$ cat src/rtl/pc_sequencer_if.sv
// Control/target bundle for pc_sequencer.
//   master : instruction-decode side; drives the branch controls, immediate and register target,
//            and observes the PC and return-address-stack (RAS) status.
//   slave  : the sequencer itself.
// Signals:
//   stall, Branch, BranchNZ, ALUZero, Uncondbranch, RegBranch, Link, Return   (master -> slave)
//   SignExtImm, RegTarget                                                      (master -> slave)
//   CurrentPC, NextPC, LinkAddr, ras_empty, ras_full, ras_ovf                  (slave -> master)
interface pc_sequencer_if #(
  parameter int unsigned XLEN = 64
);
  logic            stall;
  logic            Branch;
  logic            BranchNZ;
  logic            ALUZero;
  logic            Uncondbranch;
  logic            RegBranch;
  logic            Link;
  logic            Return;
  logic [XLEN-1:0] SignExtImm;
  logic [XLEN-1:0] RegTarget;
  logic [XLEN-1:0] CurrentPC;
  logic [XLEN-1:0] NextPC;
  logic [XLEN-1:0] LinkAddr;
  logic            ras_empty;
  logic            ras_full;
  logic            ras_ovf;

  modport master (
    output stall, Branch, BranchNZ, ALUZero, Uncondbranch, RegBranch, Link, Return,
    output SignExtImm, RegTarget,
    input  CurrentPC, NextPC, LinkAddr, ras_empty, ras_full, ras_ovf
  );

  modport slave (
    input  stall, Branch, BranchNZ, ALUZero, Uncondbranch, RegBranch, Link, Return,
    input  SignExtImm, RegTarget,
    output CurrentPC, NextPC, LinkAddr, ras_empty, ras_full, ras_ovf
  );
endinterface

$ cat src/rtl/pc_sequencer.sv
// Program-counter sequencer with a circular return-address stack.
// Ports:
//   CLK     : clock, all state updates on the rising edge
//   resetl  : asynchronous active-low reset
//   bus     : pc_sequencer_if.slave (branch controls in, PC / RAS status out)
// NextPC priority: Return > RegBranch > Uncondbranch > taken conditional > PC+4.
// The RAS overwrites its oldest entry when pushed while full and records that in ras_ovf,
// which only reset clears.
module pc_sequencer #(
  parameter int unsigned     XLEN      = 64,
  parameter logic [XLEN-1:0] RESET_PC  = '0,
  parameter int unsigned     RAS_DEPTH = 4,
  parameter int unsigned     IMM_SHIFT = 2
) (
  input logic          CLK,
  input logic          resetl,
  pc_sequencer_if.slave bus
);

  localparam int unsigned     PtrW = (RAS_DEPTH > 1) ? $clog2(RAS_DEPTH) : 1;
  localparam int unsigned     CntW = PtrW + 1;
  localparam logic [CntW-1:0] CntFull = CntW'(RAS_DEPTH);

  logic [XLEN-1:0] pc_q, pc_d;
  logic [XLEN-1:0] ras_q [RAS_DEPTH];
  logic [PtrW-1:0] ptr_q, ptr_d;   // next free slot; top lives at ptr_q - 1
  logic [CntW-1:0] cnt_q, cnt_d;
  logic            ovf_q, ovf_d;

  logic [PtrW-1:0] top_idx;
  logic [XLEN-1:0] ras_top;
  logic [XLEN-1:0] link_addr;
  logic [XLEN-1:0] br_target;
  logic [XLEN-1:0] next_pc;
  logic            empty, full, cond_taken;
  logic            ras_we;
  logic [PtrW-1:0] ras_widx;

  assign top_idx    = ptr_q - PtrW'(1);
  assign ras_top    = ras_q[top_idx];
  assign empty      = (cnt_q == '0);
  assign full       = (cnt_q == CntFull);
  assign link_addr  = pc_q + XLEN'(4);
  assign br_target  = pc_q + (bus.SignExtImm << IMM_SHIFT);
  assign cond_taken = bus.Branch && (bus.BranchNZ ? !bus.ALUZero : bus.ALUZero);

  always_comb begin
    if (bus.Return) begin
      next_pc = empty ? bus.RegTarget : ras_top;
    end else if (bus.RegBranch) begin
      next_pc = {bus.RegTarget[XLEN-1:2], 2'b00};
    end else if (bus.Uncondbranch || cond_taken) begin
      next_pc = br_target;
    end else begin
      next_pc = link_addr;
    end
  end

  always_comb begin
    pc_d     = pc_q;
    ptr_d    = ptr_q;
    cnt_d    = cnt_q;
    ovf_d    = ovf_q;
    ras_we   = 1'b0;
    ras_widx = ptr_q;
    if (!bus.stall) begin
      pc_d = next_pc;
      if (bus.Link && bus.Return && !empty) begin
        // Pop and push in one cycle: replace the top in place, occupancy unchanged.
        ras_we   = 1'b1;
        ras_widx = top_idx;
      end else if (bus.Link) begin
        // When full, ptr_q already points at the oldest entry, so this overwrites it.
        ras_we = 1'b1;
        ptr_d  = ptr_q + PtrW'(1);
        if (full) begin
          ovf_d = 1'b1;
        end else begin
          cnt_d = cnt_q + CntW'(1);
        end
      end else if (bus.Return && !empty) begin
        ptr_d = ptr_q - PtrW'(1);
        cnt_d = cnt_q - CntW'(1);
      end
    end
  end

  always_ff @(posedge CLK or negedge resetl) begin
    if (!resetl) begin
      pc_q  <= RESET_PC;
      ptr_q <= '0;
      cnt_q <= '0;
      ovf_q <= 1'b0;
    end else begin
      pc_q  <= pc_d;
      ptr_q <= ptr_d;
      cnt_q <= cnt_d;
      ovf_q <= ovf_d;
    end
  end

  // Entry storage carries no reset; contents are never selected while the stack is empty.
  always_ff @(posedge CLK) begin
    if (ras_we) begin
      ras_q[ras_widx] <= link_addr;
    end
  end

  assign bus.CurrentPC = pc_q;
  assign bus.NextPC    = next_pc;
  assign bus.LinkAddr  = link_addr;
  assign bus.ras_empty = empty;
  assign bus.ras_full  = full;
  assign bus.ras_ovf   = ovf_q;

endmodule

$ cat src/flat_wrapper.sv
// flat-port wrapper written by rule: the top's interface ports become plain ports
module pc_sequencer_flat 
#(
  parameter int unsigned     XLEN      = 64,
  parameter logic [XLEN-1:0] RESET_PC  = '0,
  parameter int unsigned     RAS_DEPTH = 4,
  parameter int unsigned     IMM_SHIFT = 2
)
  (CLK, resetl, bus_stall, bus_Branch, bus_BranchNZ, bus_ALUZero, bus_Uncondbranch, bus_RegBranch, bus_Link, bus_Return, bus_SignExtImm, bus_RegTarget, bus_CurrentPC, bus_NextPC, bus_LinkAddr, bus_ras_empty, bus_ras_full, bus_ras_ovf);
  pc_sequencer_if #(.XLEN(XLEN)) bus_i ();
  input logic CLK;
  input logic resetl;
  input wire logic [$bits(bus_i.stall)-1:0] bus_stall;
  input wire logic [$bits(bus_i.Branch)-1:0] bus_Branch;
  input wire logic [$bits(bus_i.BranchNZ)-1:0] bus_BranchNZ;
  input wire logic [$bits(bus_i.ALUZero)-1:0] bus_ALUZero;
  input wire logic [$bits(bus_i.Uncondbranch)-1:0] bus_Uncondbranch;
  input wire logic [$bits(bus_i.RegBranch)-1:0] bus_RegBranch;
  input wire logic [$bits(bus_i.Link)-1:0] bus_Link;
  input wire logic [$bits(bus_i.Return)-1:0] bus_Return;
  input wire logic [$bits(bus_i.SignExtImm)-1:0] bus_SignExtImm;
  input wire logic [$bits(bus_i.RegTarget)-1:0] bus_RegTarget;
  output wire logic [$bits(bus_i.CurrentPC)-1:0] bus_CurrentPC;
  output wire logic [$bits(bus_i.NextPC)-1:0] bus_NextPC;
  output wire logic [$bits(bus_i.LinkAddr)-1:0] bus_LinkAddr;
  output wire logic [$bits(bus_i.ras_empty)-1:0] bus_ras_empty;
  output wire logic [$bits(bus_i.ras_full)-1:0] bus_ras_full;
  output wire logic [$bits(bus_i.ras_ovf)-1:0] bus_ras_ovf;
  assign bus_i.stall = bus_stall;
  assign bus_i.Branch = bus_Branch;
  assign bus_i.BranchNZ = bus_BranchNZ;
  assign bus_i.ALUZero = bus_ALUZero;
  assign bus_i.Uncondbranch = bus_Uncondbranch;
  assign bus_i.RegBranch = bus_RegBranch;
  assign bus_i.Link = bus_Link;
  assign bus_i.Return = bus_Return;
  assign bus_i.SignExtImm = bus_SignExtImm;
  assign bus_i.RegTarget = bus_RegTarget;
  assign bus_CurrentPC = bus_i.CurrentPC;
  assign bus_NextPC = bus_i.NextPC;
  assign bus_LinkAddr = bus_i.LinkAddr;
  assign bus_ras_empty = bus_i.ras_empty;
  assign bus_ras_full = bus_i.ras_full;
  assign bus_ras_ovf = bus_i.ras_ovf;
  pc_sequencer #(.XLEN(XLEN), .RESET_PC(RESET_PC), .RAS_DEPTH(RAS_DEPTH), .IMM_SHIFT(IMM_SHIFT)) u_core (.CLK(CLK), .resetl(resetl), .bus(bus_i));
endmodule
$ cat config.mk
export PLATFORM = sky130hd
export DESIGN_NAME = pc_sequencer_flat
export DESIGN_NICKNAME = d
export VERILOG_FILES = /design/src/rtl/pc_sequencer_if.sv /design/src/rtl/pc_sequencer.sv /design/src/flat_wrapper.sv
export SDC_FILE = /design/constraint.sdc
export NUM_CORES = 1
export LEC_CHECK = 0
export BUFFER_PORTS_ARGS = -buffer_cell sky130_fd_sc_hd__buf_2
export CAP_MARGIN = 20
export CORE_MARGIN = 2
export CORE_UTILIZATION = 25
export DETAILED_ROUTE_END_ITERATION = 8
export SYNTH_ARGS = -nofsm -noshare
export SYNTH_HDL_FRONTEND = slang
export SYNTH_SLANG_ARGS = --single-unit
$ cat constraint.sdc
create_clock -name CLK -period 8.27 [get_ports CLK]
set_input_delay 0.827 -clock CLK [delete_from_list [all_inputs] [get_ports CLK]]
set_output_delay 0.827 -clock CLK [all_outputs]
set_load 0.005 [all_outputs]
==> results of run 1 <==
Yosys cell counts, drive strengths merged (4+ instances only):
cell and instances:
dfrtp 70, a222oi 5, clkbuf 79, xnor2 69, o211ai 28, or2 4, a21boi 7, mux2i 26
a21o 32, nand4 49, and4 8, o21a 4, a21oi 117, mux2 57, a221oi 8, a22oi 4
a211oi 16, nor4 6, o31ai 17, edfxtp 256, mux4 64, ha 62, nand2 251, o22ai 15
buf 26, xor2 50, nand3 33, o21bai 18, nor2 101, and3 18, nor3 18, and2 7
o21ai 95, inv 27, or3 11, a31oi 10, nand2b 7
how the worst min path moves through the flow:
| stage | from | to | slack [ps] | cells after the start |
|---|---|---|---|---|
| floorplan | u_core.cnt_q[2] | u_core.cnt_q[2] | 450 | 1 |
| global placement | u_core.bus.ras_ovf | u_core.bus.ras_ovf | 450 | 1 |
| detailed placement | u_core.bus.ras_ovf | u_core.bus.ras_ovf | 450 | 1 |
| CTS | resetl | u_core.bus.ras_ovf | 260 | 1 |
| global route | resetl | u_core.bus.ras_ovf | 290 | 1 |
| finish | resetl | u_core.bus.ras_ovf | 260 | 1 |
metrics by stage:
stage | utilization [%] | area, um^2 | instances | power (mW)
after floorplan | - | 19290 | 1716 | 5.523
after global placement | 28.93 | 22040 | 2994 | 7.311
after detailed placement | 28.93 | 22040 | 2994 | 7.331
after CTS | 30.51 | 23250 | 3064 | 9.024
after global routing | 30.54 | 23270 | 3072 | 9.529
final | 30.55 | 23280 | 3075 | 8.981
metal layers:
layer | vias to the layer above | global-route usage (%) | part of all wire (%)
met5 | - | 0 | 0.055
met4 | 6 | 6.178 | 2.9
met3 | 117 | 4.748 | 7.8
met2 | 600 | 27.90 | 44
met1 | 7825 | 26.25 | 45
li1 | 7108 | - | -
layout make-up:
class | count | area share, %
diodes | 11 | 0.1182
clock buffers | 52 | 4.617
clock inverters | 18 | 0.5751
inverters | 27 | 0.4353
multi-input cells | 1258 | 40.28
flip-flops and latches | 326 | 40.58
well taps | 1030 | 5.536
repair buffers | 353 | 7.858
registers in the layout, indices dropped and copies added, names as in the netlist:
| register | cells |
|---|---|
| u_core.ras_q | 256 |
| u_core.bus.CurrentPC | 64 |
| u_core.cnt_q | 3 |
| u_core.ptr_q | 2 |
| u_core.bus.ras_ovf | 1 |
where the power goes:
| part | internal, mW | switching, mW | total, mW |
|---|---|---|---|
| combinational | 1.78 | 2.70 | 4.48 |
| sequential | 2.33 | 0.517 | 2.84 |
| clock | 0.949 | 0.706 | 1.65 |
kinds of logic (layout without fill, tap and decap cells):
logic type,Yosys count,in the layout
other,0,11
muxes,147,147
DFF,326,326
AOI/OAI and AO/OA,403,403
xor gates and xnor gates,119,119
and+or+nand+nor,525,525
adders and majority gates,64,64
buffers and inverters,132,450
critical path, cell delays in order, from the launching register on:
cell	delay, ps
dfrtp_1	520
ha_1	310
and2_1	330
and4_1	390
nand3_1	320
nor3_4	680
nand2_1	150
xnor2_1	460
o22ai_1	150
o21ai_0	270
a21boi_0	540
buf_2	220
==> summary.txt, run 1 <==
Synthesis
  – Largest cells by area after synthesis: edfxtp_1, dfrtp_1, mux4_2, nand2_1, ha_1
  – Adder-Cell Fraction of Synth Area: 4.229%
  – Synth area leader: edfxtp_1
  – FFs w/ async S/R, synth: 21.47%
  – Synth Area in Compound Gates: 14.02%
  – Synth Flop Type: edfxtp_1
  – Distinct cells, synth: 85
  – Synth top area share: 39.85%
  – XOR/XNOR Fraction of Synth Area: 5.402%
  – Ys Warns: 0
  – Post-synthesis mux area share: 12.15%
  – Synthesized flop and latch total: 326
  – Mapped Area: 19290 um^2
  – Simple-gate share of the synthesized area: 12.53%
  – Sequential share of the synthesized area: 48.93%
  – Main combinational cell family by area after synthesis: compound AO/OA/AOI/OAI gates
  – EDFF count, synth: 256
  – Avg Synthesized Cell Area: 11.24 um^2
  – Post-synth net total: 1918
  – Mapped Cells: 1716

Route
  – Via count: 15660
  – Routed WL per cell: 24.79 um
  – Routed vias/inst: 5.091
  – Drt initial violations: 1486
  – Routed WL: 76.22 mm
  – Post-route ant nets: 0
  – # DRC: 0
  – DRT Pass-1 Iters: 6

Outcome
  – Outcome: completed

Layout
  – Multi-input logic area: 9378 um^2
  – Area growth from synthesis to layout: 20.67%
  – Register area: 9447 um^2
  – Commonest cells after routing, fill and taps aside: buf_2, edfxtp_1, nand2_1
  – Post-layout nets: 2207
  – Commonest non-fill, non-tap cell in the layout: buf_2
  – Fill cell count: 7878
  – Fraction of layout cells with a size suffix above 1: 28.32%

Floorplanning
  – Num ports: 333
  – Starting Density: 25.32%
  – Row count: 101
  – DIE HEIGHT: 281.8 um
  – Core ar.: 76200 um^2
  – Die X: 281.8 um
  – Die area: 79410 um^2

Worst setup path
  – Worst Path Arrival: 4900 ps
  – Origin of the worst setup path: u_core.bus.CurrentPC[2]
  – CP max FO: 9
  – Critical Path RT: 7440 ps
  – Crit Path Class: flop to output port
  – Crit path to: bus_NextPC[50]
  – Worst reg2reg startpoint: u_core.bus.CurrentPC[2]
  – CP Capture Type: output port
  – CP startpoint kind: flop
  – Worst Reg-to-Reg Cells: 11
  – FF-to-FF End: u_core.bus.CurrentPC[50]
  – Flop2flop setup slack: 3820 ps

Clock network
  – Post-CTS setup buffers: 0
  – Reg clk slew, reported paths: 60 ps
  – CTS Root Cell: clkbuf_16
  – H-tree level count: 2
  – Num CTS Buffers: 39
  – CTS Buffer Depth: 3
  – Clock latency on the worst-skew pair: 560 ps
  – # resized after CTS: 0
  – Hold-fix buffers at CTS: 0
  – Clock sink total: 326
  – CTS tree: yes

STA
  – Final Hold Viols: 0
  – Tcrit/Tclk final: 69.21%
  – Final setup margin: 2546 ps
  – Tmin final: 5724 ps
  – Setup TNS: 0 ps
  – Setup-failing EPs final: 0
  – Final Max Slew Viols: 0
  – Slew headroom: 34.22%
  – Hold WS: 259.0 ps
  – RSZ-0062 raised after global routing: false
  – Final Skew: 32.37 ps
  – Worst-Margin Slew: 986.7 ps
  – Fmax: 174.7 MHz

Power and ir drop
  – Maximum vdd drop: 0.1753 mV
  – Pwr dens: 385.8 nW/um^2
  – Pleak: 9.019 nW

Global routing
  – Grt ovf: 0
  – First-pass GRT wire length: 106.8 mm
  – Largest net degree at the start of global routing: 52
  – GRT Overall Usage: 18.68%
  – Vias in the first global route: 14900
  – Initial antenna violation count: 17

Min path
  – Worst Hold Class: primary input to async pin

Placement
  – Routability cong.: 0.9163
  – PortBufs: 330
  – Place WS: 2902 ps
  – Detailed-placement wirelength estimate: 55.63 mm

Job
  – MaxCap Viol Count: 0
Note: power is estimated with default switching activity, not from simulation.
==> inputs of run 2 (changes only) <==
==> constraint.sdc (replaced) <==
create_clock -name CLK -period 4.8 [get_ports CLK]
set_input_delay 0.48 -clock CLK [delete_from_list [all_inputs] [get_ports CLK]]
set_output_delay 0.48 -clock CLK [all_outputs]
set_load 0.005 [all_outputs]
==> summary.txt, run 2 (synthesis gave the netlist of run 1 again) <==
Outcome
  – Outcome: finished, violations left
  – Violated checks: hold timing

Min path
  – Worst Hold Class: primary input to async pin

Worst setup path
  – Worst Path Arrival: 4230 ps (-670 ps)
  – Critical Path RT: 4320 ps (-3120 ps)
  – CP max FO: 8 (-1)
  – Crit Path Class: flop to output port
  – CP startpoint kind: flop
  – CP Capture Type: output port

Clock network
  – Clock sink total: 326 (unchanged)
  – CTS Buffer Depth: 3 (unchanged)
  – Hold-fix buffers at CTS: 0 (unchanged)
  – Clock latency on the worst-skew pair: 570 ps (about the same)
  – CTS tree: yes
  – Reg clk slew, reported paths: 60 ps (about the same)
  – Num CTS Buffers: 38 (-2.6%)
  – CTS Root Cell: clkbuf_16
  – H-tree level count: 2 (unchanged)

Layout
  – Largest register FFs: 256 (unchanged)
  – Multi-input logic area: 9467 um^2 (+0.95%)
  – Commonest cells after routing, fill and taps aside: buf_2, edfxtp_1, nand2_1
  – Fraction of layout cells with a size suffix above 1: 30.54% (+2.2 points)
  – Post-layout nets: 2249 (+1.9%)
  – Register area: 9448 um^2 (about the same)
  – Fin area: 23780 um^2 (+2.2%)
  – Area growth from synthesis to layout: 23.27%
  – Largest reg by FF count: u_core.ras_q
  – Fill cell count: 7831 (-0.60%)
  – Commonest non-fill, non-tap cell in the layout: buf_2
  – Layout Cells excl Fill: 3113 (+1.2%)

Global routing
  – First-pass GRT wire length: 109.1 mm (+2.2%)
  – Grt ovf: 0 (unchanged)
  – Initial antenna violation count: 21 (+4)
  – Vias in the first global route: 15350 (+3.0%)
  – GRT Overall Usage: 18.99% (+0.30 points)
  – Largest net degree at the start of global routing: 65 (+25%)

STA
  – Setup-failing EPs final: 0 (unchanged)
  – Slew headroom: 39.41% (+5.2 points)
  – Final Hold Viols: 12 (+12)
  – Hold WS: -14.68 ps (-273.7 ps)
  – Fmax: 212.1 MHz
  – Tmin final: 4714 ps
  – RSZ-0062 raised after global routing: true
  – Tcrit/Tclk final: 98.21%
  – Setup TNS: 0 ps (unchanged)
  – Final Skew: 39.59 ps (+7.227 ps)
  – Final Max Slew Viols: 0 (unchanged)
  – Worst-Margin Slew: 907.5 ps (-79.24 ps)

Route
  – # DRC: 0 (unchanged)
  – DRT Pass-1 Iters: 5 (-1)
  – Drt initial violations: 1442 (-3.0%)
  – Met2 Wirelength: 34.31 mm (+2.5%)
  – Top sig layer: met5
  – Routed vias/inst: 5.120 (+0.56%)
  – Post-route ant nets: 0 (unchanged)
  – Metal-1 WL: 33.47 mm (-3.0%)
  – Via count: 15940 (+1.8%)
  – Routed WL: 77.67 mm (+1.9%)
  – Routed WL per cell: 24.95 um (+0.65%)
  – Wire length on met3: 7.298 mm (+23%)

Power and ir drop
  – Total power: 15.90 mW (+77%)
  – Pwr dens: 668.4 nW/um^2 (+73%)
  – Maximum vdd drop: 0.2685 mV (+53%)
  – Pleak: 9.279 nW (+2.9%)

Placement
  – Detailed-placement wirelength estimate: 57.39 mm (+3.2%)
  – PortBufs: 330 (unchanged)
  – Placed cell count: 3031 (+1.2%)
  – Dpl cell area: 22370 um^2 (+1.5%)
  – Routability cong.: 0.9087 (-0.83%)

Floorplanning
  – Starting Density: 25.32% (unchanged)
  – Row count: 101 (unchanged)
  – Num ports: 333 (unchanged)
  – Die X: 281.8 um (unchanged)
  – Die area: 79410 um^2 (unchanged)
  – Core ar.: 76200 um^2 (unchanged)
  – DIE HEIGHT: 281.8 um (unchanged)

Job
  – MaxCap Viol Count: 0 (unchanged)
-- run 2: layout make-up --
cell class,count,area share (%)
Multi-Input combinational cell,1258,39.81
Sequential cell,326,39.73
Timing Repair Buffer,396,9.260
Tap cell,1030,5.419
Clock buffer,48,4.462
Clock inverter,21,0.8260
Inverter,27,0.4262
Antenna cell,7,0.07366
-- run 2: repair_timing --
action                                  in CTS  in global routing
buffers inserted                             4                  2
gates cloned                                 0                  0
resized for setup                            4                 18
pin swaps                                    2                  8
endpoints found under the setup margin       6                 15
-- run 2: metal layers --
layer  vias up  GRT usage, %
li1       7166             -
met1      7970         25.40
met2       634         28.86
met3       145         6.148
met4        24         6.315
met5         -             0
-- run 2: final timing paths --
kind | from | end | slack (ps) | cells after the start
setup / recovery | u_core.bus.CurrentPC[12] | bus_NextPC[44] | 90 | 13
hold / removal | resetl | u_core.bus.CurrentPC[52] | -10 | 1
setup reg to reg | u_core.bus.CurrentPC[2] | u_core.bus.CurrentPC[60] | 950 | 14
hold reg to reg | u_core.cnt_q[2] | u_core.cnt_q[2] | 490 | 1
max in group asynchronous | resetl | u_core.ptr_q[0] | 3760 | 2
min in group CLK | bus_RegTarget[43] | u_core.bus.CurrentPC[43] | 320 | 3
-- run 2: critical path, cell delays in order (launching register included) --
cell	delay [ps]
dfrtp_1	500
ha_2	450
nand2_1	80
or3_1	380
or3b_4	430
a41oi_4	330
a31oi_4	180
buf_4	210
o21ai_2	160
xor2_1	160
nand2_1	120
a311o_1	390
o21ai_2	110
buf_2	160
-- run 2: report_power, final --
group          switching, mW  internal [mW]
registers              0.777           4.01
clock network           1.21           1.73
logic                   4.86           3.31
-- run 2: through the flow --
step | hold slack, ps | util, % | worst slack [ps]
after floorplan | 184.4 | - | -17.11
after global placement | 482.2 | 29.36 | 295.9
after detailed placement | 482.2 | 29.36 | 301.4
after CTS | 15.22 | 31.06 | 5.381
after global routing | 13.51 | 31.21 | -13.08
final | -14.68 | 31.21 | 85.97
==> inputs of run 3 (changes only) <==
--- a/config.mk
+++ b/config.mk
@@ -10,6 +10,7 @@
 export CORE_MARGIN = 2
 export CORE_UTILIZATION = 25
 export DETAILED_ROUTE_END_ITERATION = 8
+export RECOVER_POWER = 25
 export SYNTH_ARGS = -nofsm -noshare
 export SYNTH_HDL_FRONTEND = slang
 export SYNTH_SLANG_ARGS = --single-unit
==> summary.txt, run 3 (synthesis gave the netlist of run 1 again) <==
Outcome
  – Outcome: finished, violations left
  – Violated checks: capacitance limit, slew limit

Route
  – Routed WL: 77.75 mm (+0.11%)
  – Drt initial violations: 1366 (-5.3%)
  – Routed WL per cell: 24.98 um (+0.11%)
  – # DRC: 0 (unchanged)
  – Via count: 15930 (-0.056%)
  – Post-route ant nets: 0 (unchanged)
  – DRT Pass-1 Iters: 5 (unchanged)
  – Routed vias/inst: 5.117 (about the same)

Global routing
  – First-pass GRT wire length: 109.1 mm (unchanged)
  – Grt ovf: 0 (unchanged)
  – Initial antenna violation count: 21 (unchanged)
  – Met3 usage: 6.148% (unchanged)
  – GRT busiest layer: met2
  – Vias in the first global route: 15350 (unchanged)
  – Met2 Use GR: 28.86% (unchanged)
  – Routing usage on met1: 25.40% (unchanged)
  – Largest net degree at the start of global routing: 65 (unchanged)
  – GRT Overall Usage: 18.99% (unchanged)

Worst setup path
  – Origin of the worst setup path: u_core.bus.CurrentPC[12]
  – Flop2flop setup slack: 910 ps (-40 ps)
  – Critical path's slowest cell: dfrtp_1
  – Worst Reg-to-Reg Cells: 14 (unchanged)
  – FF-to-FF End: u_core.bus.CurrentPC[60]
  – Critical path cell sequence: ha_2 -> nand2_1 -> or3_1 -> or3b_4 -> a41oi_4 -> a31oi_4 -> buf_4 -> o21ai_2 -> xor2_1 -> nand2_1 -> a311o_1 -> o21ai_2 -> buf_2
  – Crit Path Class: flop to output port
  – CP Capture Type: output port
  – Crit path buffers/inverters: 2 (unchanged)
  – Worst Path Arrival: 4230 ps (about the same)
  – Critical Path RT: 4320 ps (about the same)
  – Worst reg2reg startpoint: u_core.bus.CurrentPC[2]
  – Levels on crit path: 13 (unchanged)
  – CP startpoint kind: flop
  – CP max FO: 8 (unchanged)
  – Crit-path max cell delay: 500 ps (about the same)
  – Crit path max-delay family: compound AO/OA/AOI/OAI gates
  – Crit path to: bus_NextPC[44]

Layout
  – Largest register FFs: 256 (unchanged)
  – Area growth from synthesis to layout: 22.79%
  – Largest reg by FF count: u_core.ras_q
  – Layout Cells excl Fill: 3113 (unchanged)
  – Fraction of layout cells with a size suffix above 1: 27.99% (-2.6 points)
  – Post-layout nets: 2249 (unchanged)
  – Commonest non-fill, non-tap cell in the layout: buf_2
  – Final cell utilization of the core: 31.09% (-0.12 points)
  – Fin area: 23690 um^2 (-0.39%)
  – Fill cell count: 7865 (+0.43%)
  – Commonest cells after routing, fill and taps aside: buf_2, edfxtp_1, nand2_1

Power and ir drop
  – Cell-internal power: 8.980 mW (-0.80%)
  – Maximum vdd drop: 0.2686 mV (about the same)
  – Clock Power Share: 18.6% (about the same)
  – Combinational Power Share: 51.2% (-0.2 points)
  – Sw Share: 43.29% (+0.23 points)
  – Pleak: 9.120 nW (-1.7%)
  – P_sw: 6.854 mW (+0.15%)
  – Pwr dens: 668.4 nW/um^2 (about the same)
  – Sequential Power Share: 30.3% (+0.2 points)
  – Total power: 15.83 mW (-0.39%)

Placement
  – PortBufs: 330 (unchanged)
  – Placed cell count: 3031 (unchanged)
  – Dpl cell area: 22370 um^2 (unchanged)
  – Routability cong.: 0.9087 (unchanged)
  – Detailed-placement wirelength estimate: 57.39 mm (unchanged)

Job
  – MaxCap Viol Count: 1 (+1)

Clock network
  – CTS Root Cell: clkbuf_16
  – Num CTS Buffers: 38 (unchanged)
  – Hold-fix buffers at CTS: 0 (unchanged)
  – CTS Buffer Depth: 3 (unchanged)
  – CTS tree: yes
  – Reg clk slew, reported paths: 60 ps (about the same)
  – Clock latency on the worst-skew pair: 570 ps (about the same)
  – Clock sink total: 326 (unchanged)
  – H-tree level count: 2 (unchanged)

Floorplanning
  – Core ar.: 76200 um^2 (unchanged)
  – Row count: 101 (unchanged)
  – Die area: 79410 um^2 (unchanged)
  – DIE HEIGHT: 281.8 um (unchanged)
  – Num ports: 333 (unchanged)
  – Die X: 281.8 um (unchanged)
  – Starting Density: 25.32% (unchanged)

STA
  – Slew headroom: -120.7% (-160 points)
  – Setup-failing EPs final: 0 (unchanged)
  – Final Hold Viols: 0 (-12)
  – Setup TNS: 0 ps (unchanged)
  – Fmax: 212.5 MHz (+0.18%)
  – Tcrit/Tclk final: 98.03% (-0.18 points)
  – RSZ-0062 raised after global routing: true
  – Worst-Margin Slew: 3310 ps (+2403 ps)
  – Tmin final: 4705 ps (-8.539 ps)
  – Final Skew: 36.80 ps (-2.798 ps)
  – Final Max Slew Viols: 45 (+45)

Min path
  – Worst Hold Class: primary input to flop
run 3: cell count changes in the layout (fill, tap and decap cells not counted):
cell | before | now
clkbuf_1 | 5 | 55
buf_2 | 328 | 284
buf_4 | 64 | 55
buf_1 | 0 | 2
and2_0 | 0 | 1
and2_1 | 6 | 5
clkbuf_2 | 0 | 1
or3_1 | 10 | 11
or3_4 | 1 | 0
run 3: area by class of cell:
class                           count  area [um^2]  area share (%)
Clock inverter                     21        196.4          0.8292
Inverter                           27        101.3          0.4278
Timing Repair Buffer              396         2115           8.926
Clock buffer                       48         1061           4.479
Antenna cell                        7        17.52         0.07394
Sequential cell                   326         9448           39.88
Multi-Input combinational cell   1258         9462           39.94
Tap cell                         1030         1289           5.440
run 3: how the worst min path moves through the flow:
stage                      startpoint  depth (start not counted)                  endpoint
floorplan                      resetl                          0   u_core.bus.CurrentPC[0]
global placement      u_core.cnt_q[2]                          1           u_core.cnt_q[2]
detailed placement    u_core.cnt_q[2]                          1           u_core.cnt_q[2]
CTS                            resetl                          1  u_core.bus.CurrentPC[52]
global route        bus_RegTarget[43]                          3  u_core.bus.CurrentPC[43]
finish              bus_RegTarget[43]                          3  u_core.bus.CurrentPC[43]
run 3: tightest hold or removal path, stage by stage:
cell,delay (ps)
buf_2,110
a21oi_1,80
o21ai_0,140
run 3: power by group through the flow:
stage                     clock network (mW)  registers [mW]  logic, mW
after detailed placement                   0            4.83       8.03
after CTS                               2.99            4.78       8.12
after global placement                     0            4.82       8.00
after global routing                    3.10            4.86       8.82
final                                   2.94            4.79       8.10
after floorplan                            0            4.53       4.98
run 3: routing by layer:
metal / part of all wire [%] / up-vias / wire length, um
li1: - / 7161 / -
met1: 43 / 7938 / 33560
met2: 44 / 656 / 34350
met3: 9.3 / 151 / 7223
met4: 3.2 / 24 / 2474
met5: 0.19 / - / 149
run 3: stage by stage:
step | worst slack (ps) | hold WS, ps
after global placement | 295.9 | 482.2
after CTS | 5.381 | 15.22
after floorplan | -17.11 | 184.4
after detailed placement | 301.4 | 482.2
final | 94.51 | 321.0
after global routing | -13.08 | 323.8
run 3: timing repair:
item	in CTS	in global routing
pin swaps	2	8
setup buffers	4	2
endpoints found under the setup margin	6	15
gates resized for setup	4	18
